File: config.mk
export PLATFORM = sky130hd
export DESIGN_NAME = noc_input_port_flat
export DESIGN_NICKNAME = d
export VERILOG_FILES = /design/src/rtl/noc_input_port_if.sv /design/src/rtl/noc_input_port.sv /design/src/flat_wrapper.sv
export SDC_FILE = /design/constraint.sdc
export NUM_CORES = 1
export LEC_CHECK = 0
export CORE_MARGIN = 1
export CORE_UTILIZATION = 60
export DETAILED_ROUTE_END_ITERATION = 8
export PLACE_DENSITY = 0.83
export RECOVER_POWER = 50
export SKIP_CTS_REPAIR_TIMING = 1
export SYNTH_ARGS = -nofsm -noshare
export SYNTH_HDL_FRONTEND = slang
export SYNTH_SLANG_ARGS = --single-unit
File: constraint.sdc
create_clock -name clk -period 7.2 [get_ports clk]
set_clock_uncertainty 0.15 [all_clocks]
set_input_delay 1.44 -clock clk [delete_from_list [all_inputs] [get_ports clk]]
set_output_delay 1.44 -clock clk [all_outputs]
set_load 0.01 [all_outputs]
File: src/rtl/noc_input_port_if.sv
// Handshake bundle between the NI, the router input port, the switch allocator and the crossbar.
// The slave view belongs to the input port; the master view belongs to whatever drives it.
interface noc_input_port_if #(
  parameter int DEPTH = 8
);
  localparam int OCC_W = $clog2(DEPTH) + 1;

  logic [7:0]       flit_in;
  logic             flit_in_valid;
  logic             noc_ready;
  logic [7:0]       flit_out;
  logic             flit_out_valid;
  logic             flit_out_ready;
  logic [2:0]       route_req;
  logic             route_grant;
  logic             pkt_err;
  logic [OCC_W-1:0] occupancy;

  modport master (
    output flit_in, flit_in_valid, flit_out_ready, route_grant,
    input  noc_ready, flit_out, flit_out_valid, route_req, pkt_err, occupancy
  );

  modport slave (
    input  flit_in, flit_in_valid, flit_out_ready, route_grant,
    output noc_ready, flit_out, flit_out_valid, route_req, pkt_err, occupancy
  );
endinterface

File: src/rtl/noc_input_port.sv
// Router input stage: buffers 6-flit packets from the NI, computes an XY route from the header,
// holds the route request until granted, then streams the packet to the crossbar.
module noc_input_port #(
  parameter int         DEPTH      = 8,
  parameter logic [1:0] LOCAL_ADDR = 2'b00,
  parameter logic [5:0] HEADER_TAG = 6'b101111,
  parameter logic [7:0] TAIL_FLIT  = 8'hFF
) (
  input  logic             clk,
  input  logic             rst_n,
  noc_input_port_if.slave  port
);
  localparam int AW = $clog2(DEPTH);
  localparam logic [AW:0] OCC_FULL = (AW+1)'(DEPTH);
  localparam logic [2:0]  LAST_IDX = 3'd5;

  typedef enum logic [1:0] {
    HEAD_WAIT,
    REQ,
    FWD
  } state_t;

  state_t        state;
  state_t        state_nxt;

  logic [7:0]    mem [DEPTH];
  logic [AW-1:0] wr_ptr;
  logic [AW-1:0] rd_ptr;
  logic [AW:0]   occ;
  logic          push;
  logic          pop;
  logic          empty;
  logic          full;
  logic [7:0]    head;
  logic          header_ok;

  logic [2:0]    route_req_q;
  logic [2:0]    route_req_nxt;
  logic [2:0]    flit_cnt;
  logic [2:0]    flit_cnt_nxt;
  logic          pkt_err_q;
  logic          pkt_err_nxt;

  // X is resolved before Y; a packet addressed to this node goes to the local port.
  function automatic logic [2:0] xy_route(input logic [1:0] dest);
    if (dest[0] != LOCAL_ADDR[0]) begin
      return 3'b010;
    end else if (dest[1] != LOCAL_ADDR[1]) begin
      return 3'b100;
    end
    return 3'b001;
  endfunction

  assign empty     = (occ == '0);
  assign full      = (occ == OCC_FULL);
  assign head      = mem[rd_ptr];
  assign header_ok = (head[7:2] == HEADER_TAG);
  assign push      = port.flit_in_valid && !full;

  assign port.noc_ready      = !full;
  assign port.flit_out       = head;
  assign port.flit_out_valid = (state == FWD) && !empty;
  assign port.route_req      = route_req_q;
  assign port.pkt_err        = pkt_err_q;
  assign port.occupancy      = occ;

  // Storage has no reset; the pointers alone decide what is valid.
  always_ff @(posedge clk) begin
    if (push) begin
      mem[wr_ptr] <= port.flit_in;
    end
  end

  always_ff @(posedge clk or negedge rst_n) begin
    if (!rst_n) begin
      wr_ptr <= '0;
      rd_ptr <= '0;
      occ    <= '0;
    end else begin
      if (push) begin
        wr_ptr <= wr_ptr + 1'b1;
      end
      if (pop) begin
        rd_ptr <= rd_ptr + 1'b1;
      end
      case ({push, pop})
        2'b10:   occ <= occ + 1'b1;
        2'b01:   occ <= occ - 1'b1;
        default: occ <= occ;
      endcase
    end
  end

  always_ff @(posedge clk or negedge rst_n) begin
    if (!rst_n) begin
      state <= HEAD_WAIT;
    end else begin
      state <= state_nxt;
    end
  end

  // The header is not popped when it is recognised; it leaves as the first flit of FWD.
  always_comb begin
    state_nxt     = state;
    route_req_nxt = route_req_q;
    flit_cnt_nxt  = flit_cnt;
    pkt_err_nxt   = 1'b0;
    pop           = 1'b0;
    case (state)
      HEAD_WAIT: begin
        if (!empty) begin
          if (header_ok) begin
            route_req_nxt = xy_route(head[1:0]);
            state_nxt     = REQ;
          end else begin
            pop         = 1'b1;
            pkt_err_nxt = 1'b1;
          end
        end
      end
      REQ: begin
        if (port.route_grant) begin
          flit_cnt_nxt = 3'd0;
          state_nxt    = FWD;
        end
      end
      FWD: begin
        if (!empty && port.flit_out_ready) begin
          pop = 1'b1;
          if (flit_cnt == LAST_IDX) begin
            pkt_err_nxt   = (head != TAIL_FLIT);
            route_req_nxt = 3'b000;
            flit_cnt_nxt  = 3'd0;
            state_nxt     = HEAD_WAIT;
          end else begin
            flit_cnt_nxt = flit_cnt + 3'd1;
          end
        end
      end
      default: begin
        state_nxt = HEAD_WAIT;
      end
    endcase
  end

  always_ff @(posedge clk or negedge rst_n) begin
    if (!rst_n) begin
      route_req_q <= 3'b000;
      flit_cnt    <= 3'd0;
      pkt_err_q   <= 1'b0;
    end else begin
      route_req_q <= route_req_nxt;
      flit_cnt    <= flit_cnt_nxt;
      pkt_err_q   <= pkt_err_nxt;
    end
  end
endmodule

File: src/flat_wrapper.sv
// flat-port wrapper written by rule: the top's interface ports become plain ports
module noc_input_port_flat 
#(
  parameter int         DEPTH      = 8,
  parameter logic [1:0] LOCAL_ADDR = 2'b00,
  parameter logic [5:0] HEADER_TAG = 6'b101111,
  parameter logic [7:0] TAIL_FLIT  = 8'hFF
)
  (clk, rst_n, port_flit_in, port_flit_in_valid, port_flit_out_ready, port_route_grant, port_noc_ready, port_flit_out, port_flit_out_valid, port_route_req, port_pkt_err, port_occupancy);
  noc_input_port_if #(.DEPTH(DEPTH)) port_i ();
  input  logic clk;
  input  logic rst_n;
  input wire logic [$bits(port_i.flit_in)-1:0] port_flit_in;
  input wire logic [$bits(port_i.flit_in_valid)-1:0] port_flit_in_valid;
  input wire logic [$bits(port_i.flit_out_ready)-1:0] port_flit_out_ready;
  input wire logic [$bits(port_i.route_grant)-1:0] port_route_grant;
  output wire logic [$bits(port_i.noc_ready)-1:0] port_noc_ready;
  output wire logic [$bits(port_i.flit_out)-1:0] port_flit_out;
  output wire logic [$bits(port_i.flit_out_valid)-1:0] port_flit_out_valid;
  output wire logic [$bits(port_i.route_req)-1:0] port_route_req;
  output wire logic [$bits(port_i.pkt_err)-1:0] port_pkt_err;
  output wire logic [$bits(port_i.occupancy)-1:0] port_occupancy;
  assign port_i.flit_in = port_flit_in;
  assign port_i.flit_in_valid = port_flit_in_valid;
  assign port_i.flit_out_ready = port_flit_out_ready;
  assign port_i.route_grant = port_route_grant;
  assign port_noc_ready = port_i.noc_ready;
  assign port_flit_out = port_i.flit_out;
  assign port_flit_out_valid = port_i.flit_out_valid;
  assign port_route_req = port_i.route_req;
  assign port_pkt_err = port_i.pkt_err;
  assign port_occupancy = port_i.occupancy;
  noc_input_port #(.DEPTH(DEPTH), .LOCAL_ADDR(LOCAL_ADDR), .HEADER_TAG(HEADER_TAG), .TAIL_FLIT(TAIL_FLIT)) u_core (.clk(clk), .rst_n(rst_n), .port(port_i));
endmodule
Yosys cells after proc, flatten, opt, wreduce, memory -nomap -nowiden
Memory sizes are Yosys's and may differ from the RTL's.
Index checks and enable logic that the tools add are counted.
Widths: inputs -> output; s select.
Word-level totals
  input port bits: 13
  RAM bits: 64
  memories kept: 1
  flip-flop bits (word level): 19
Memories
  u_core.mem: depth 8, width 8, read ports 1, clocked after Yosys merged registers in 0, wr ports 1, RTL line noc_input_port.sv:26  | logic [7:0] mem [DEPTH];
Cells by class
  reductions and logical operators: 13
  equal/unequal tests: 13
  multiplexer cells: 33
  add/sub/neg operators: 5
Operator list (count)
  $mux 3: 10
  $mux 1: 12
  $pmux 3 s2: 2
  $mux 2: 5
  $reduce_and 5->1: 2
  $add 3x1->3 const B: 3
  $ne 2x2->1 const B: 4
  $ne 8x8->1 const B: 1
  $pmux 4 s2: 1
  $eq 6x6->1 const B: 1
  $pmux 2 s3: 1
  $reduce_bool 2->1: 3
  $add 4x1->4 const B: 1
  $eq 2x1->1 const B: 2
  $eq 2x2->1 const B: 2
  $eq 4x4->1 const B: 1
  $logic_not 4->1: 1
  $pmux 1 s2: 2
  $sub 4x1->4 const B: 1
  $eq 3x3->1 const B: 1
  $logic_and 1x1->1: 3
  $reduce_and 3->1: 1
  $logic_not 1->1: 2
  $logic_not 2->1: 1
  $ne 2x1->1 const B: 1

Depth between registers and ports, before layout
Gate-level depths: netlist of the first run.
An unclocked memory read counts as a cell.
  depth in word-level cells: 10
  gate-level depth with buffers: 14

Worst setup path before layout of the first run
No wires, ideal clock.
  kind: input to register
  from: input port port_flit_out_ready
  to: register u_core.occ[3] (netlist: u_core.port.occupancy[3])
  setup slack: 3649 ps
  cell stages on the path: 12
  setup time: 129 ps
  data required time: 6921 ps
  arrival time: 3272 ps
  cell sequence: or3b_1 clkbuf_1 nand4_1 o21ai_2 inv_2 ha_1 ha_1 a21o_1 a21oi_1 xnor2_1 nor2_1 xor2_1
Between the ends
  word-level cells in the longest chain between the ends: 5
  elaborated cells between the ends (all ways): 7
Ends and longest elaborated chain
  from (decl): RTL line flat_wrapper.sv:15  | input wire logic [$bits(port_i.flit_out_ready)-1:0] port_flit_out_ready;
  $logic_and 1x1->1 *: RTL line noc_input_port.sv:128  | if (!empty && port.flit_out_ready) begin
  $mux 1 *: RTL line noc_input_port.sv:128
  $pmux 1 s2 *: RTL line noc_input_port.sv:109  | case (state)
  named net u_core.pop: RTL line noc_input_port.sv:31  | logic pop;
  $eq 2x1->1 / $eq 2x2->1 (equally long branches): RTL line noc_input_port.sv:86  | case ({push, pop})
  $pmux 4 s2 / $reduce_bool 2->1 (equally long branches)
  to (signal assigned): RTL line noc_input_port.sv:87  | 2'b10: occ <= occ + 1'b1;
  to (signal assigned): RTL line noc_input_port.sv:88  | 2'b01: occ <= occ - 1'b1;
  to (decl): RTL line noc_input_port.sv:29  | logic [AW:0] occ;
Mark *: on every way through the listed nets, which the timed path passes. The rest lies on a longest branch.
A chain may end at the register's enable or synchronous reset.

Final worst setup path of the first run
  from: register u_core.rd_ptr[0]
  to: output port port_flit_out[6]
Between the ends
  word-level cells in the longest chain between the ends: 1
Ends and longest elaborated chain
  from (decl): RTL line noc_input_port.sv:28  | logic [AW-1:0] rd_ptr;
  from (signal assigned): RTL line noc_input_port.sv:84  | rd_ptr <= rd_ptr + 1'b1;
  $mem_v2 8x8
  to (decl): RTL line flat_wrapper.sv:18  | output wire logic [$bits(port_i.flit_out)-1:0] port_flit_out;
No other way between the ends.

==> impl_metrics.csv, run 1 <==
group,metric,value,unit
outcome,run_status,"completed",
yosys,synth_nets,222,
power,power.leakage,1.45,nW
floorplan,core,5570,um^2
clocking,cts_buffers,9,
detailed_routing,first_iter_violations,143,
yosys,syn_area_per_cell,17.3,um^2
finish,fill_cells,342,
sta,whs,0.388,ns
yosys,syn_area,3510,um^2
yosys,synth_top_area_share,54.7,%
floorplan,fp.dieW,78.5,um
yosys,ys_seq_area_share,68.2,%
detailed_routing,wirelength,6.40,mm
global_routing,grt_pass1_vias,1932,
yosys,synthTopCellsByArea,"edfxtp_1 55%, dfrtp_1 14%, mux4_2 10%",
placement,dp_slack,3.06,ns
global_routing,grt_pass1_wl,10.1,mm
global_routing,gr-usage-all-layers,23.4,%
finish,multi_input_area,1050,um^2
critical_path,worst-r2r-cell-count,12,
placement,dp_hpwl,4.26,mm
finish,ff_latch_area,2400,um^2
clocking,h-tree-depth,3,
sta,finalSetupTns,0,ns
finish,final_util,74.1,%
yosys,async_flop_share,22.9,%
finish,antennaDiodeCount,0,
critical_path,worstSetupPathType,"flop to primary output",
sta,hold_viol_final,0,
clocking,cts_tree,"yes",
yosys,syn-instance-count,203,
critical_path,cp_cell_sequence,"mux4_2 -> mux2i_4 -> inv_1 -> clkdlybuf4s50_1",
finish,final_area,4130,um^2
sta,rsz0062_at_grt,"false",
sta,setup_violations,0,
detailed_routing,vias,1941,
critical_path,required,5.61,ns
detailed_routing,route.detailed.drc,0,
detailed_routing,final_antenna_net_count,0,
floorplan,num_io_pins,31,
sta,maxSlewHeadroom,38.1,%
critical_path,cp-end-kind,"primary output",
placement,gp_congestion,0.787,
yosys,synth_ff_type,"edfxtp_1",
finish,fin_nets,261,
clocking,clock_sinks,83,
power,power_density,452,nW/um^2
floorplan,start_util,63.0,%
detailed_routing,viasPerCell,6.08,
yosys,synth_edf_count,64,
sta,worstMarginPinSlew,0.925,ns
sta,fin_crit,4.30,ns
clocking,clock_latency,0.34,ns
clocking,path_clk_slew,0.08,ns
floorplan,die_area,6170,um^2
detailed_routing,drt_pass1_iterations,4,
finish,drive_gt1_share,19.8,%
sta,post-route-period-util,59.7,%
critical_path,crit_slowest_cell,"dfrtp_1",
critical_path,crit_path_start_kind,"flop",
critical_path,path_max_fanout,15,
global_routing,grt_max_degree,20,
clocking,clockBufferDepth,2,
sta,setup_ws,2.90,ns
floorplan,fp-row-count,27,
placement,dpl_cell_area,3890,um^2
critical_path,crit_path_max_incr_delay,0.92,ns
global_routing,grt-ovfl-total,0,
clocking,root_buffer,"clkbuf_8",
run,cap_violations,0,
placement,portBuffers,30,
yosys,ys_types,46,
global_routing,antenna_found_initial,0,
yosys,ys_top_cells_by_count,"64 x edfxtp_1, 19 x dfrtp_1, 16 x mux4_2, 9 x nand2_1, 9 x nor2_1",
detailed_routing,wl_per_cell,20.1,um
yosys,yosysMostFrequentCell,"edfxtp_1",
sta,slew_violations,0,
finish,area_growth,17.5,%
floorplan,die-height,78.5,um
yosys,yosysTopAreaCell,"edfxtp_1",
power,ir_worst_vdd,0.342,mV
min_path,min_path_cells,1,
min_path,min_path_type,"flop to flop",
yosys,yosysWarnings,0,
critical_path,crit_arrival,2.71,ns
sta,max_freq,233,MHz
yosys,synth_seq_cells,83,
state kept, by name (all words and copies together) (netlist names):
register and cells:
u_core.flit_cnt 3, u_core.port.occupancy 4, u_core.mem 64, u_core.state 2, u_core.port.pkt_err 1, u_core.rd_ptr 3
u_core.wr_ptr 3, u_core.port.route_req 3
through the flow:
step,cells,power [mW]
2_1_floorplan,203,1.24
3_3_place_gp,303,1.46
3_5_place_dp,303,1.49
4_1_cts,319,1.88
5_1_grt,319,1.97
6_report,319,1.87
logic make-up after synthesis:
| family | Yosys count | share of synthesized area [%] |
|---|---|---|
| muxes | 27 | 14.2 |
| adders and majority gates | 6 | 2.35 |
| buffers and inverters | 12 | 1.99 |
| xor gates and xnor gates | 8 | 1.99 |
| AOI/OAI and AO/OA | 16 | 3.24 |
| DFF | 83 | 68.2 |
| and+or+nand+nor | 51 | 8.01 |
final timing paths:
check	start	slack [ns]	endpoint
max reg2reg	u_core.rd_ptr[0]	3.41	u_core.port.occupancy[3]
max in group asynchronous	rst_n	4.80	u_core.rd_ptr[0]
max	u_core.rd_ptr[0]	2.90	port_flit_out[6]
min reg2reg	u_core.flit_cnt[2]	0.39	u_core.flit_cnt[2]
min	u_core.flit_cnt[2]	0.39	u_core.flit_cnt[2]
min in group asynchronous	rst_n	1.52	u_core.port.occupancy[0]
critical path, delay by kind of cell (launching register included):
family                 cells  cell delay (ns)
DFF                        1             0.92
muxes                      2             0.86
buffers and inverters      2             0.58
layout by cell type, fill, tap and decap left out, types with 4 or more instances in the layout:
cell	n
nand2_1	9
nand2b_1	4
xnor2_1	6
clkbuf_8	10
nor2b_1	4
dfrtp_1	19
ha_1	5
dlygate4sd3_1	11
edfxtp_1	64
nand3_1	4
clkdlybuf4s50_1	19
o21ai_0	4
mux4_2	16
mux2_2	8
nor3_1	6
nor2_1	9
inv_1	5
power breakdown:
part / leakage [nW] / switching, mW / internal [mW] / total (mW)
clock network: 0.123 / 0.155 / 0.239 / 0.393
logic: 0.511 / 0.323 / 0.394 / 0.717
registers: 0.813 / 0.130 / 0.626 / 0.756
layout make-up:
type                            instances  share of cell area, %
Clock buffer                           11                   3.42
Clock inverter                          5                   2.42
Sequential cell                        83                   58.1
Timing Repair Buffer                   34                   7.91
Inverter                                6                  0.545
Multi-Input combinational cell        108                   25.5
Tap cell                               72                   2.18
metal layers:
| layer | up-vias | wire [um] | global-route usage [%] |
|---|---|---|---|
| met1 | 997 | 2680 | 31.2 |
| met3 | 9 | 307 | 4.30 |
| met5 | - | 0 | 0 |
| met4 | 0 | 106 | 10.2 |
| li1 | 875 | - | - |
| met2 | 60 | 3310 | 38.0 |
Power figures use the tool's default switching activity.
==> run 2, diff against run 1 <==
Settings changed: CORE_UTILIZATION 60 to 51, PLACE_DENSITY 0.83 to 0.76.
Clock period 7.2 ns to 3.5 ns, I/O delays scaled along.
==> run 2 against run 1 <==
Against the previous run:
- non-clock buffer count up 13
- clock-buffer cell count down 2
- clock power rose by 67%
- final cell count increased by 5.6%
- core utilization decreased by 9.9 points
- largest cell class unchanged
==> impl_metrics.csv, run 2 (synthesis gave the netlist of run 1 again) <==
group,metric,value,unit
sta,worstMarginPinSlew,0.903,ns
floorplan,start_util,54.1,%
outcome,run_status,"completed",
placement,dpl_cell_area,3990,um^2
placement,dp_cells,321,
finish,largest_register_ffs,64,
clocking,clock_latency,0.34,ns
finish,drive_gt1_share,22.7,%
floorplan,die_area,7230,um^2
detailed_routing,viasPerCell,5.75,
sta,setup_violations,0,
finish,stdcell_count,337,
sta,max_freq,306,MHz
placement,portBuffers,30,
finish,final_common_cell,"edfxtp_1",
power,power_density,910,nW/um^2
finish,fin_nets,274,
sta,maxSlewHeadroom,39.6,%
global_routing,antenna_found_initial,0,
floorplan,fp.dieW,85,um
finish,ff_latch_area,2400,um^2
floorplan,num_io_pins,31,
floorplan,fp-row-count,29,
sta,hold_viol_final,0,
sta,rsz0062_at_grt,"false",
critical_path,cp-end-kind,"primary output",
critical_path,required,2.65,ns
finish,area_growth,18.7,%
global_routing,gr-usage-all-layers,19.7,%
finish,antennaDiodeCount,0,
placement,dp_hpwl,4.35,mm
floorplan,core,6490,um^2
critical_path,path_max_fanout,9,
sta,post-route-period-util,93.5,%
sta,slew_violations,0,
finish,fill_cells,464,
sta,fin_crit,3.27,ns
detailed_routing,wirelength,6.54,mm
sta,finalSetupTns,0,ns
finish,final_area,4170,um^2
global_routing,grt_max_degree,20,
finish,multi_input_area,1040,um^2
critical_path,crit_arrival,2.42,ns
clocking,clockBufferDepth,2,
run,cap_violations,0,
power,power.leakage,1.47,nW
clocking,path_clk_slew,0.08,ns
detailed_routing,first_iter_violations,109,
clocking,h-tree-depth,3,
global_routing,grt-ovfl-total,0,
clocking,cts_tree,"yes",
detailed_routing,final_antenna_net_count,0,
critical_path,crit_path_start_kind,"flop",
power,finalPower,3.80,mW
detailed_routing,wl_per_cell,19.4,um
detailed_routing,vias,1938,
finish,top_register,"u_core.mem",
min_path,min_path_type,"flop to flop",
clocking,root_buffer,"clkbuf_8",
detailed_routing,drt_pass1_iterations,4,
detailed_routing,route.detailed.drc,0,
finish,final_cell_mix,"64 x edfxtp_1, 20 x clkdlybuf4s50_1, 18 x dfrtp_1",
clocking,cts_buffers,9,
floorplan,die-height,85,um
global_routing,grt_pass1_vias,1964,
placement,gp_congestion,0.781,
clocking,clock_sinks,83,
global_routing,grt_pass1_wl,10.1,mm
critical_path,worstSetupPathType,"flop to primary output",
power,ir_worst_vdd,0.661,mV
run 2: changes by cell type in the layout (fill, tap and decap cells not counted), sizes merged:
cell and change:
buf +12, clkinvlp +3, bufinv -2, clkbuf -1, clkdlybuf4s50 +1, clkinv +1
dlygate4sd3 -1
run 2: where the power goes:
group	leakage, nW	internal [mW]	switching (mW)
combinational	0.570	0.886	0.769
clock	0.0865	0.326	0.329
sequential	0.812	1.29	0.197
run 2: area by class of cell:
type	instances	area share, %
well taps	77	2.31
flip-flops and latches	83	57.5
clock inverters	7	1.65
repair buffers	47	10.1
multi-input cells	108	24.9
clock buffers	9	2.97
inverters	6	0.540
run 2: worst paths after layout:
path / to / slack (ns) / depth (start not counted) / from
hold reg to reg: u_core.flit_cnt[2] / 0.38 / 1 / u_core.flit_cnt[2]
min in group asynchronous: u_core.state[0] / 0.78 / 1 / rst_n
setup / recovery: port_flit_out[2] / 0.23 / 4 / u_core.rd_ptr[1]
hold / removal: u_core.flit_cnt[2] / 0.38 / 1 / u_core.flit_cnt[2]
max in group asynchronous: u_core.rd_ptr[1] / 1.81 / 1 / rst_n
setup reg to reg: u_core.port.occupancy[3] / 0.25 / 13 / u_core.rd_ptr[0]
run 2: per-stage QoR:
step           util [%]  hold slack (ns)  setup WS [ns]
2_1_floorplan         -            0.254          0.399
3_3_place_gp       61.4            0.358          0.218
3_5_place_dp       61.4            0.361          0.131
4_1_cts            64.4            0.380         0.0205
5_1_grt            64.2            0.410         0.0845
6_report           64.2            0.376          0.229
run 2: layer usage:
layer  track usage (%)  routed length [um]  up-vias
met5                 0                   0        -
met3              3.02                 162        9
met4              9.71                 100        0
li1                  -                   -      898
met1              25.2                2920      985
met2              33.1                3360       46
run 2: worst max-delay path: stages (launching register included):
cell,delay (ns)
dfrtp_2,0.57
mux4_2,0.56
mux2_2,0.31
buf_4,0.16
clkdlybuf4s50_1,0.48
==> RTL edit: new RTL, flow settings as in run 2 <==
Reset style: synchronous (`rst_n`), changed in 3 clocked blocks.
--- a/src/rtl/noc_input_port.sv
+++ b/src/rtl/noc_input_port.sv
@@ -71,7 +71,7 @@
     end
   end
 
-  always_ff @(posedge clk or negedge rst_n) begin
+  always_ff @(posedge clk) begin
     if (!rst_n) begin
       wr_ptr <= '0;
       rd_ptr <= '0;
@@ -91,7 +91,7 @@
     end
   end
 
-  always_ff @(posedge clk or negedge rst_n) begin
+  always_ff @(posedge clk) begin
     if (!rst_n) begin
       state <= HEAD_WAIT;
     end else begin
@@ -143,7 +143,7 @@
     endcase
   end
 
-  always_ff @(posedge clk or negedge rst_n) begin
+  always_ff @(posedge clk) begin
     if (!rst_n) begin
       route_req_q <= 3'b000;
       flit_cnt    <= 3'd0;
Behaviour: differs if rst_n is asserted again (counterexample within 4 cycles, from zero or initial values and one cycle with rst_n low); with rst_n held inactive, the same outputs for 10 cycles.
==> RTL edit against run 2 <==
  * Combinational power decreased by 29%
  * Setup slack got worse by 25 ps
  * Routed wire length up 1.7%
  * Cell count up 15%
  * Total power fell by 17%
  * Synthesized area grew 5.2%
  * Cell area grew 5.0%
  * Sequential power shrank 15%
  * First-iteration DRC count increased by 5.5%
  * Sequential cell count increased by 3
  * Clock power grew 8.4%
  * Die area grew 5.0%
  * Critical endpoint is now u_core.port.occupancy[2]$_SDFFE_PN0P_
  * Highest routed layer unchanged
==> RTL edit: results (changes against run 2) <==
Max stage delay cell, worst path=mux4_1 (was dfrtp_2); comb_multi_in=140 (was 108); Static Leak=1.48 nW (was 1.47 nW); Buffers excl. clock=45 (was 47); total track usage=19.5% (was 19.7%); met2 Usage GRT=32.3% (was 33.1%); via count=2150 (was 1938); Worst EP arrival=3430 ps (was 2420 ps); Cell Area, Synth=3690 um^2 (was 3510 um^2); Setup Viol. Count Final=0 (unchanged); dpl ws=172 ps (was 131 ps); post-DP HPWL=4450 um (was 4350 um); status=finished, final reports clean (unchanged); # port buffers=30 (unchanged); Post-DP Area=4180 um^2 (was 3990 um^2); Clock Sinks=86 (was 83); DR WL met3=177 um (was 162 um); 1st-pass router iterations=4 (unchanged); Mapped Cells=237 (was 203); M1 WL=2950 um (was 2920 um); CP Capture Type=register (was output port); sequential share of the synthesized area=63.9% (was 68.2%); Clock Network Area Fraction=4.63% (was 4.62%); max_slew headroom=58.3% (was 39.6%); fin util=63.4% (was 64.2%); Final nets=303 (was 274); ys async rst share=0% (was 22.9%); sequential cell area=2360 um^2 (was 2400 um^2); routed wl met2=3360 um (about the same); P_clk=0.000710 W (was 0.000655 W); initial antenna violation count=0 (unchanged); Power Density=720 nW/um^2 (was 910 nW/um^2); most frequent cells after synthesis=edfxtp_1, dfxtp_1, nand2_1 (was edfxtp_1, dfrtp_1, mux4_2); Cell variety after synth=42 (was 46); Peak VDD IR=0.000321 V (was 0.000661 V); Non-CTS inverters=3 (was 6); RD Place Congestion=0.806 (was 0.781); diodes inserted=0 (unchanged); fill count=540 (was 464); Multi-input gate area=1270 um^2 (was 1040 um^2); worst-skew pair later-pin latency=360 ps (was 340 ps); largest net degree at the start of global routing=25 (was 20); Starting DRT DRC Count=115 (was 109); CP Max Fanout=16 (was 9); vias in the first global route=2046 (was 1964); layout cells sized above 1=14.5% (was 22.7%); Synth area leaders=edfxtp_1, dfxtp_1, mux4_1 (was edfxtp_1, dfrtp_1, mux4_2); Crit Path Class=register to register (was register to output port); Post-Layout Cell Count=386 (was 337); Non-clock buffers, area share=9.46% (was 10.1%); Pint=0.00216 W (was 0.00250 W); CLK BUF=9 (unchanged); M3 GR Usage=4.08% (was 3.02%); WL/cell=17.2 um (was 19.4 um); placed insts=370 (was 321); seq pwr=0.00127 W (was 0.00149 W); Mapped Nets=255 (was 222); global-route wire length before repair=10500 um (was 10100 um); GRT met1 Usage=24.2% (was 25.2%)
RTL edit: cells by family (layout without fill, tap and decap cells):
group / after synthesis / in the layout / share of synthesized area, %
AOI/OAI and AO/OA: 21 / 21 / 3.83
xor gates and xnor gates: 7 / 7 / 1.66
adders and majority gates: 5 / 5 / 1.69
buffers and inverters: 11 / 64 / 1.83
DFF: 86 / 86 / 63.9
muxes: 30 / 30 / 15.3
and+or+nand+nor: 77 / 77 / 11.8
RTL edit: final timing paths:
check                                                            from                                    end  slack (ps)  cells past startpoint
worst min register to register  u_core.port.route_req[0]$_SDFFE_PN0P_  u_core.port.route_req[0]$_SDFFE_PN0P_         330                      2
worst min-delay path            u_core.port.route_req[0]$_SDFFE_PN0P_  u_core.port.route_req[0]$_SDFFE_PN0P_         330                      2
worst max-delay path                                         register  u_core.port.occupancy[2]$_SDFFE_PN0P_         200                     12
worst max register to register                               register  u_core.port.occupancy[2]$_SDFFE_PN0P_         200                     12
